## config.mk

```make
export PLATFORM = sky130hd
export DESIGN_NAME = uart_emitter_flat
export DESIGN_NICKNAME = d
export VERILOG_FILES = /design/src/rtl/uart_pkg.sv /design/src/rtl/uart_emitter_if.sv /design/src/rtl/uart_tx_fifo.sv /design/src/rtl/uart_emitter.sv /design/src/flat_wrapper.sv
export SDC_FILE = /design/constraint.sdc
export NUM_CORES = 1
export LEC_CHECK = 0
export ABC_CLOCK_PERIOD_IN_PS = 4700
export CAP_MARGIN = 20
export CORE_ASPECT_RATIO = 0.9
export CORE_MARGIN = 2
export CORE_UTILIZATION = 63
export DETAILED_ROUTE_END_ITERATION = 10
export PLACE_DENSITY = 0.88
export SETUP_SLACK_MARGIN = 0.4
export SKIP_LAST_GASP = 1
export SLEW_MARGIN = 20
export SYNTH_ARGS = -nofsm -noshare
export SYNTH_HDL_FRONTEND = slang
export SYNTH_SLANG_ARGS = --single-unit
```

## constraint.sdc

```tcl
create_clock -name CLK -period 4.7 [get_ports CLK]
set_input_delay 0.94 -clock CLK [delete_from_list [all_inputs] [get_ports CLK]]
set_output_delay 0.94 -clock CLK [all_outputs]
set_load 0.01 [all_outputs]
```

## src/rtl/uart_pkg.sv

```systemverilog
// Shared constants and types for the UART transmit path (ext_uart_write side).
package uart_pkg;

    localparam int unsigned UART_DATA_BITS            = 8;
    localparam int unsigned UART_DEFAULT_CLKS_PER_BIT = 217;

    typedef struct packed {
        logic                      valid;
        logic [UART_DATA_BITS-1:0] data;
    } uart_opt_byte_t;

    typedef enum logic [2:0] {
        IDLE,
        START,
        DATA,
        PARITY,
        STOP
    } uart_tx_state_t;

endpackage

```

## src/rtl/uart_emitter_if.sv

```systemverilog
// Core-to-UART write handshake: {valid, byte} towards the emitter, ready back to the core.
interface uart_emitter_if;
    import uart_pkg::*;

    logic [UART_DATA_BITS:0] wr_opt_byte;
    logic                    wr_ready;

    modport master (output wr_opt_byte, input wr_ready);
    modport slave  (input wr_opt_byte, output wr_ready);

endinterface

```

## src/rtl/uart_tx_fifo.sv

```systemverilog
// Small synchronous FIFO buffering bytes between the core handshake and the serializer.
module uart_tx_fifo #(
    parameter int unsigned DEPTH = 4,
    parameter int unsigned WIDTH = 8
) (
    input  logic             CLK,
    input  logic             RST_N,
    input  logic             push,
    input  logic             pop,
    input  logic [WIDTH-1:0] din,
    output logic [WIDTH-1:0] dout,
    output logic             full,
    output logic             empty
);
    localparam int unsigned   AW      = $clog2(DEPTH);
    localparam logic [AW:0]   PTR_ONE = (AW + 1)'(1);

    logic [WIDTH-1:0] mem [DEPTH];
    logic [AW:0]      wptr;
    logic [AW:0]      rptr;
    logic             do_push;
    logic             do_pop;

    // Pointers carry one extra wrap bit: equal low bits with differing MSB means full.
    assign full    = (wptr[AW] != rptr[AW]) && (wptr[AW-1:0] == rptr[AW-1:0]);
    assign empty   = (wptr == rptr);
    assign do_push = push && !full;
    assign do_pop  = pop && !empty;
    assign dout    = mem[rptr[AW-1:0]];

    always_ff @(posedge CLK or negedge RST_N) begin
        if (!RST_N) begin
            wptr <= '0;
            rptr <= '0;
        end else begin
            if (do_push) begin
                wptr <= wptr + PTR_ONE;
            end
            if (do_pop) begin
                rptr <= rptr + PTR_ONE;
            end
        end
    end

    always_ff @(posedge CLK) begin
        if (do_push) begin
            mem[wptr[AW-1:0]] <= din;
        end
    end

endmodule

```

## src/rtl/uart_emitter.sv

```systemverilog
// UART transmitter (8N1) behind the core's ext_uart_write port, LSB first, line idle high.
// Define UART_EMITTER_PARITY_EN to append an even-parity bit after the data bits.
module uart_emitter
    import uart_pkg::*;
#(
    parameter int unsigned CLKS_PER_BIT = UART_DEFAULT_CLKS_PER_BIT,
    parameter int unsigned FIFO_DEPTH   = 4
) (
    input  logic          CLK,
    input  logic          RST_N,
    uart_emitter_if.slave wr,
    output logic          line_out,
    output logic          busy
);
    localparam int unsigned   BW        = $clog2(CLKS_PER_BIT);
    localparam logic [BW-1:0] BAUD_LAST = BW'(CLKS_PER_BIT - 1);
    localparam logic [BW-1:0] BAUD_ONE  = BW'(1);
    localparam logic [2:0]    BIT_LAST  = 3'(UART_DATA_BITS - 1);

    uart_opt_byte_t            req;
    uart_tx_state_t            state;
    uart_tx_state_t            state_nxt;
    logic                      push;
    logic                      pop;
    logic                      full;
    logic                      empty;
    logic [UART_DATA_BITS-1:0] fifo_dout;
    logic [UART_DATA_BITS-1:0] shreg;
    logic [UART_DATA_BITS-1:0] shreg_nxt;
    logic [BW-1:0]             baud_cnt;
    logic [2:0]                bit_idx;
    logic                      tick;
    logic                      line_nxt;
`ifdef UART_EMITTER_PARITY_EN
    logic                      par_bit;
`endif

    assign req         = uart_opt_byte_t'(wr.wr_opt_byte);
    assign wr.wr_ready = !full;
    assign push        = req.valid && !full;
    assign tick        = (baud_cnt == BAUD_LAST);
    assign busy        = (state != IDLE) || !empty;

    uart_tx_fifo #(
        .DEPTH (FIFO_DEPTH),
        .WIDTH (UART_DATA_BITS)
    ) u_fifo (
        .CLK   (CLK),
        .RST_N (RST_N),
        .push  (push),
        .pop   (pop),
        .din   (req.data),
        .dout  (fifo_dout),
        .full  (full),
        .empty (empty)
    );

    always_ff @(posedge CLK or negedge RST_N) begin
        if (!RST_N) begin
            state <= IDLE;
        end else begin
            state <= state_nxt;
        end
    end

    always_comb begin
        state_nxt = state;
        case (state)
            IDLE: begin
                if (!empty) begin
                    state_nxt = START;
                end
            end
            START: begin
                if (tick) begin
                    state_nxt = DATA;
                end
            end
            DATA: begin
                if (tick && (bit_idx == BIT_LAST)) begin
`ifdef UART_EMITTER_PARITY_EN
                    state_nxt = PARITY;
`else
                    state_nxt = STOP;
`endif
                end
            end
            PARITY: begin
                if (tick) begin
                    state_nxt = STOP;
                end
            end
            STOP: begin
                if (tick) begin
                    state_nxt = empty ? IDLE : START;
                end
            end
            default: state_nxt = IDLE;
        endcase
    end

    // line_out is registered, so its next value is derived from next state and next shift data.
    always_comb begin
        pop = 1'b0;
        if (!empty) begin
            pop = (state == IDLE) || ((state == STOP) && tick);
        end

        shreg_nxt = shreg;
        if (pop) begin
            shreg_nxt = fifo_dout;
        end else if ((state == DATA) && tick) begin
            shreg_nxt = shreg >> 1;
        end

        line_nxt = 1'b1;
        case (state_nxt)
            START:   line_nxt = 1'b0;
            DATA:    line_nxt = shreg_nxt[0];
`ifdef UART_EMITTER_PARITY_EN
            PARITY:  line_nxt = par_bit;
`endif
            default: line_nxt = 1'b1;
        endcase
    end

    always_ff @(posedge CLK or negedge RST_N) begin
        if (!RST_N) begin
            line_out <= 1'b1;
            shreg    <= '0;
            baud_cnt <= '0;
            bit_idx  <= '0;
`ifdef UART_EMITTER_PARITY_EN
            par_bit  <= 1'b0;
`endif
        end else begin
            line_out <= line_nxt;
            shreg    <= shreg_nxt;

            if ((state == IDLE) || tick) begin
                baud_cnt <= '0;
            end else begin
                baud_cnt <= baud_cnt + BAUD_ONE;
            end

            if (state != DATA) begin
                bit_idx <= '0;
            end else if (tick) begin
                bit_idx <= bit_idx + 3'd1;
            end

`ifdef UART_EMITTER_PARITY_EN
            if (pop) begin
                par_bit <= ^fifo_dout;
            end
`endif
        end
    end

endmodule

```

## src/flat_wrapper.sv

```systemverilog
// flat-port wrapper written by rule: the top's interface ports become plain ports
module uart_emitter_flat import uart_pkg::*;
#(
    parameter int unsigned CLKS_PER_BIT = UART_DEFAULT_CLKS_PER_BIT,
    parameter int unsigned FIFO_DEPTH   = 4
)
  (CLK, RST_N, line_out, busy, wr_wr_opt_byte, wr_wr_ready);
  uart_emitter_if wr_i ();
  input  logic CLK;
  input  logic RST_N;
  output logic line_out;
  output logic busy;
  input wire logic [$bits(wr_i.wr_opt_byte)-1:0] wr_wr_opt_byte;
  output wire logic [$bits(wr_i.wr_ready)-1:0] wr_wr_ready;
  assign wr_i.wr_opt_byte = wr_wr_opt_byte;
  assign wr_wr_ready = wr_i.wr_ready;
  uart_emitter #(.CLKS_PER_BIT(CLKS_PER_BIT), .FIFO_DEPTH(FIFO_DEPTH)) u_core (.CLK(CLK), .RST_N(RST_N), .wr(wr_i), .line_out(line_out), .busy(busy));
endmodule
```

==> flow_summary.ini, run 1 <==
[power]
p_clk_share_pct = 25.6
p_int_w = 0.00119
p_switching_w = 0.000539
swShare_pct = 31.1
p_comb_share_pct = 24.8
ir_worst_vdd_v = 0.000407
seqPwrFrac_pct = 49.6
leakage_nw = 1.25
power_density_mw_per_mm2 = 572

[critical_path]
endpoint_kind = output pin
path_max_fanout = 11
critical_path_arrival_ns = 2.46
path_class = flop to output pin
r2r-end = u_core.shreg[1]$_DFFE_PN0P_
r2r_cells = 7
reg2reg_from = u_core.baud_cnt[0]$_DFF_PN0_
reg2reg_slack_ns = 2.31
start_kind = flop
required_ns = 3.76

[synthesis]
syn_inst = 183
synth_area_leaders = edfxtp_1 36%, dfrtp_1 26%, mux4_2 6.8%, ha_1 4.2%, xor2_1 3.0%
syn_area_mm2 = 0.00267
avgSynthCellArea_um2 = 14.6
yosys.area.top_type = edfxtp_1
synth_mux_area_share_pct = 7.13
yosys_warnings = 0
ys_ff_latch = 61
yosysUniqueCellTypes = 38
yosysMostFrequentCell = edfxtp_1
ys.flop_type = edfxtp_1
synth_adder_area_share_pct = 4.22
post_synth_most_frequent_cells = 32 x edfxtp_1, 28 x dfrtp_1, 16 x nor2_1, 12 x nand2_1, 10 x and2_1
synthSimpleGateAreaFrac_pct = 12.3
synth-edff-count = 32
synth-seq-area-share_pct = 63.2
async_flop_share_pct = 47.5
synth_top_area_share_pct = 36.0
synth_nets = 203
synth-compound-area-share_pct = 6.38
synth_xor_area_share_pct = 4.59
synth_top_family_by_area = simple AND/OR/NAND/NOR gates

[sta]
setup_viol = 0
slew_headroom_pct = 59.9
rsz0062_at_grt = false
timing.final.crit_share_pct = 72.3
setup_tns_ns = 0
max_freq_ghz = 0.294
drv_slew = 0
fin_crit_ns = 3.40
hold_viol_final = 0
fin_skew_ns = 0.00559
worst_pin_slew_ns = 0.601

[global_routing]
grt_max_degree = 30
grt_pass1_vias = 1586
grt-ovfl-total = 0
grt_usage_pct = 22.9
antenna_found_initial = 0
grt_pass1_wl_um = 7690

[cells_and_area]
design_area_mm2 = 0.00302
layout-area-overhead-vs-synth_pct = 13.3
diodes = 0
stdcell_count = 257
fin_nets = 224
drive_above_1_share_pct = 14.8

[run_status]
status = finished, final reports clean

[place]
post_dp_cell_area_mm2 = 0.00283
placed_cells = 241
dp_hpwl_um = 3240
place.gp.congestion = 0.772
portBuffers = 13

[floorplan]
start_util_pct = 65.5
core_mm2 = 0.00407
fp.dieH_um = 65.7
dieArea_mm2 = 0.00477
ioPinCount = 14
num_rows = 22
die_w_um = 72.6

[hold_path]
hold_end = u_core.u_fifo.wptr[2]$_DFFE_PN0P_
holdPathStages = 1
hold_class = flop to flop
min_from = u_core.u_fifo.wptr[2]$_DFFE_PN0P_

[clock_network]
cts_hold_buffers = 0
postCtsSetupBuffers = 0
cts_tree = yes
cts_buffers = 9
insertion_delay_ns = 0.34
htree_levels = 3
root_buffer = clkbuf_8
clockBufferDepth = 2
clock_sinks = 61
cts_resized = 0
path_clk_slew_ns = 0.07

[drt]
drtAntennaViolNets = 0
vias = 1495
postRouteWirelength_um = 4630
post-route-drc-count = 0
routed_via_density = 5.82
drtPass1Iterations = 4
wl_per_cell_um = 18.0
drtIter0Drc = 105

[flow_run]
max-cap-violations = 0
## power groups by stage
stage / Sequential, W / Clock, W / Combinational [W]
2_1_floorplan: 0.000804 / 0 / 0.000375
3_3_place_gp: 0.000853 / 0 / 0.000409
3_5_place_dp: 0.000867 / 0 / 0.000437
4_1_cts: 0.000860 / 0.000452 / 0.000437
5_1_grt: 0.000880 / 0.000472 / 0.000486
6_report: 0.000857 / 0.000443 / 0.000430
## flip-flops by register name, summed over array words and instances (netlist names)
name / count
u_core.baud_cnt: 8
u_core.bit_idx: 3
u_core.line_out: 1
u_core.shreg: 8
u_core.state: 3
u_core.u_fifo.mem: 32
u_core.u_fifo.rptr: 3
u_core.u_fifo.wptr: 3
## how the worst max path moves through the flow
stage / start / slack (ns) / end / cells past startpoint
CTS: u_core.u_fifo.rptr[0]$_DFFE_PN0P_ / 1.25 / busy / 5
global placement: u_core.u_fifo.rptr[0]$_DFFE_PN0P_ / 1.66 / busy / 5
global route: u_core.u_fifo.rptr[0]$_DFFE_PN0P_ / 1.11 / busy / 5
finish: u_core.u_fifo.rptr[0]$_DFFE_PN0P_ / 1.30 / busy / 5
detailed placement: u_core.u_fifo.rptr[0]$_DFFE_PN0P_ / 1.63 / busy / 5
floorplan: u_core.u_fifo.rptr[0]$_DFFE_PN0P_ / 2.37 / busy / 5
## worst max-delay path: stages, from the launching register on
cell	delay, ns
dfrtp_1	0.73
xor2_1	0.19
nor2_1	0.20
inv_1	0.05
or4_1	0.46
clkdlybuf4s50_1	0.49
## layer usage
layer	share of wire, %	GRT usage (%)	vias to the layer above
li1	-	-	713
met1	40	25.6	735
met2	54	39.2	38
met3	4.2	5.67	9
met4	1.9	14.1	0
met5	0	0	-
## placed cells by master (no fill, tap or decap), types with 2 or more instances in the layout
master,instances
a21boi_1,2
a21oi_1,4
a221o_1,6
and2_1,10
and3_1,2
clkbuf_8,9
clkdlybuf4s50_1,13
clkinvlp_4,3
dfrtp_1,28
edfxtp_1,32
ha_1,9
inv_1,6
mux4_2,8
nand2_1,12
nand2b_1,2
nand3_1,5
nor2_1,16
o21ai_0,2
o21ai_1,3
o22ai_1,2
xnor2_1,5
xor2_1,9
## metrics by stage
stage	hold WS (ns)	util (%)	worst slack, ns	power (W)
after CTS	0.489	74.2	1.25	0.00175
after detailed placement	0.476	69.5	1.63	0.00130
after global routing	0.515	74.2	1.11	0.00184
after global placement	0.474	69.5	1.66	0.00126
after floorplan	0.460	-	2.37	0.00118
final	0.483	74.2	1.30	0.00173
## cells by family after synthesis
kind of cell    count (synthesis)
mux                             9
simple gates                   57
flops                          61
xor+xnor                       14
buf+inv                        10
fa+ha+maj                       9
compound gates                 23
## cell type report
class	instances	area, µm²
tap	48	60.1
fill	260	1050
timing repair buffer	14	138
clock buffer	10	128
inverter	6	22.5
multi-input combinational	112	923
sequential	61	1690
clock inverter	6	65.1
(Power assumes the default switching activity.)
==> run 2: changes to the inputs <==
Settings changed: ABC_CLOCK_PERIOD_IN_PS 4700 to 3100, CORE_UTILIZATION 63 to 53, PLACE_DENSITY 0.88 to 0.8.
Clock period 4.7 ns to 3.1 ns, I/O delays scaled along.
==> run 2 against run 1 <==
Final area is 1.5% higher. Clock skew up 0.0022 ns. Non-clock buffer count grew 4. Via count down 1.9%. First-iteration DRC count is 30% lower. Clock power increased by 51%. Register-to-register slack got worse by 1.4 ns. Final cell count grew 7.8%. Wire length shrank 5.3%. Worst setup slack worse by 0.72 ns. Largest cell class unchanged. Highest routed layer unchanged.
==> flow_summary.ini, run 2 (synthesis gave the netlist of run 1 again) <==
[power]
power_density_mw_per_mm2 = 867
p_comb_share_pct = 28.1
leakage_nw = 1.27
p_int_w = 0.00184
ir_worst_vdd_v = 0.000561
p_clk_share_pct = 25.2
swShare_pct = 31.0
p_switching_w = 0.000825
seqPwrFrac_pct = 46.7

[clock_network]
clock_sinks = 61
clockBufferDepth = 2
htree_levels = 3
path_clk_slew_ns = 0.06
cts_hold_buffers = 0
cts_buffers = 9
insertion_delay_ns = 0.34
cts_tree = yes
root_buffer = clkbuf_8

[global_routing]
grt_util_met3_pct = 7.56
grt_pass1_wl_um = 7560
grt.met1_usage_pct = 23.3
antenna_found_initial = 0
gr-max-usage-layer = met2
grt_max_degree = 30
grt_usage_pct = 18.7
grt_pass1_vias = 1543
met2_usage_pct = 29.5
grt-ovfl-total = 0

[floorplan]
dieArea_mm2 = 0.00562
die_w_um = 78.8
fp.dieH_um = 71.3
core_mm2 = 0.00483
start_util_pct = 55.2
ioPinCount = 14
num_rows = 24

[sta]
timing.final.crit_share_pct = 81.2
setup_viol = 0
hold_viol_final = 0
fin_skew_ns = 0.00778
rsz0062_at_grt = false
max_freq_ghz = 0.397
fin_crit_ns = 2.52
slew_headroom_pct = 57.8
drv_slew = 0
worst_pin_slew_ns = 0.628
setup_tns_ns = 0

[drt]
drtPass1Iterations = 4
drtAntennaViolNets = 0
routed_via_density = 5.29
wl_per_cell_um = 15.8
drtIter0Drc = 74
post-route-drc-count = 0
vias = 1466
postRouteWirelength_um = 4380

[cells_and_area]
drive_above_1_share_pct = 17.0
largest_register_ffs = 32
layout_commonest_cell = edfxtp_1
fin_nets = 228
nFillCells = 372
stdcell_count = 277
design_area_mm2 = 0.00307
layout-area-overhead-vs-synth_pct = 15.0
mostFrequentLayoutCells = 32 x edfxtp_1, 28 x dfrtp_1, 16 x nor2_1
diodes = 0

[hold_path]
holdPathStages = 1
hold_class = flop to flop
min_from = u_core.u_fifo.rptr[2]$_DFFE_PN0P_
hold_end = u_core.u_fifo.rptr[2]$_DFFE_PN0P_

[run_status]
status = finished, final reports clean

[place]
post_dp_cell_area_mm2 = 0.00288
place.gp.congestion = 0.813
dp_hpwl_um = 2890
portBuffers = 13
placed_cells = 261

[critical_path]
start_kind = flop
r2r_cells = 5
path_max_fanout = 4
reg2reg_from = u_core.u_fifo.wptr[0]$_DFFE_PN0P_
r2r-end = u_core.u_fifo.mem[3][6]$_DFFE_PP_
path_class = flop to output pin
critical_path_arrival_ns = 1.90
required_ns = 2.48
reg2reg_slack_ns = 0.92
endpoint_kind = output pin

[flow_run]
max-cap-violations = 0
-- run 2: power groups by stage --
stage                     clock (W)  sequential (W)  combinational [W]
after CTS                  0.000692         0.00125           0.000763
after global routing       0.000722         0.00127           0.000851
after floorplan                   0         0.00122           0.000568
final                      0.000671         0.00124           0.000749
after detailed placement          0         0.00126           0.000736
after global placement            0         0.00125           0.000713
-- run 2: layer usage --
metal  vias to the layer above  routed length (µm)
met3                         7                 181
met2                        23                2220
li1                        717                   -
met4                         0                  53
met1                       719                1930
met5                         -                   0
-- run 2: how the worst max path moves through the flow --
stage,start,endpoint,depth (start not counted)
global placement,u_core.u_fifo.wptr[1]$_DFFE_PN0P_,busy,5
detailed placement,u_core.u_fifo.wptr[1]$_DFFE_PN0P_,busy,5
floorplan,u_core.u_fifo.rptr[0]$_DFFE_PN0P_,busy,5
finish,u_core.u_fifo.wptr[0]$_DFFE_PN0P_,busy,5
CTS,u_core.u_fifo.wptr[0]$_DFFE_PN0P_,busy,5
global route,u_core.u_fifo.wptr[1]$_DFFE_PN0P_,busy,5
-- run 2: layout make-up --
cell class,count,area [µm²],area share (%)
sequential,61,1690,55.0
multi-input combinational,112,923,30.1
timing repair buffer,18,166,5.42
clock buffer,9,124,4.03
tap,65,81.3,2.65
clock inverter,6,65.1,2.12
inverter,6,22.5,0.733
-- run 2: per-stage QoR --
| stage | hold slack (ns) | setup slack (ns) | power, W | utilization [%] |
|---|---|---|---|---|
| 2_1_floorplan | 0.324 | 1.09 | 0.00179 | - |
| 3_3_place_gp | 0.474 | 0.726 | 0.00196 | 59.5 |
| 3_5_place_dp | 0.485 | 0.714 | 0.00199 | 59.5 |
| 4_1_cts | 0.501 | 0.576 | 0.00270 | 63.5 |
| 5_1_grt | 0.535 | 0.448 | 0.00284 | 63.5 |
| 6_report | 0.499 | 0.583 | 0.00266 | 63.5 |
-- run 2: timing repair --
item                                    in CTS  in global routing
endpoints found under the setup margin       1                  0
setup buffers                                1                  0
gates resized for setup                      1                  0
hold endpoints to repair                     0                  0
-- run 2: critical path, cell delays in order, from the launching register on --
cell	delay, ns
dfrtp_1	0.42
xor2_1	0.19
nor2_1	0.16
inv_1	0.05
or4_1	0.45
dlygate4sd2_1	0.29
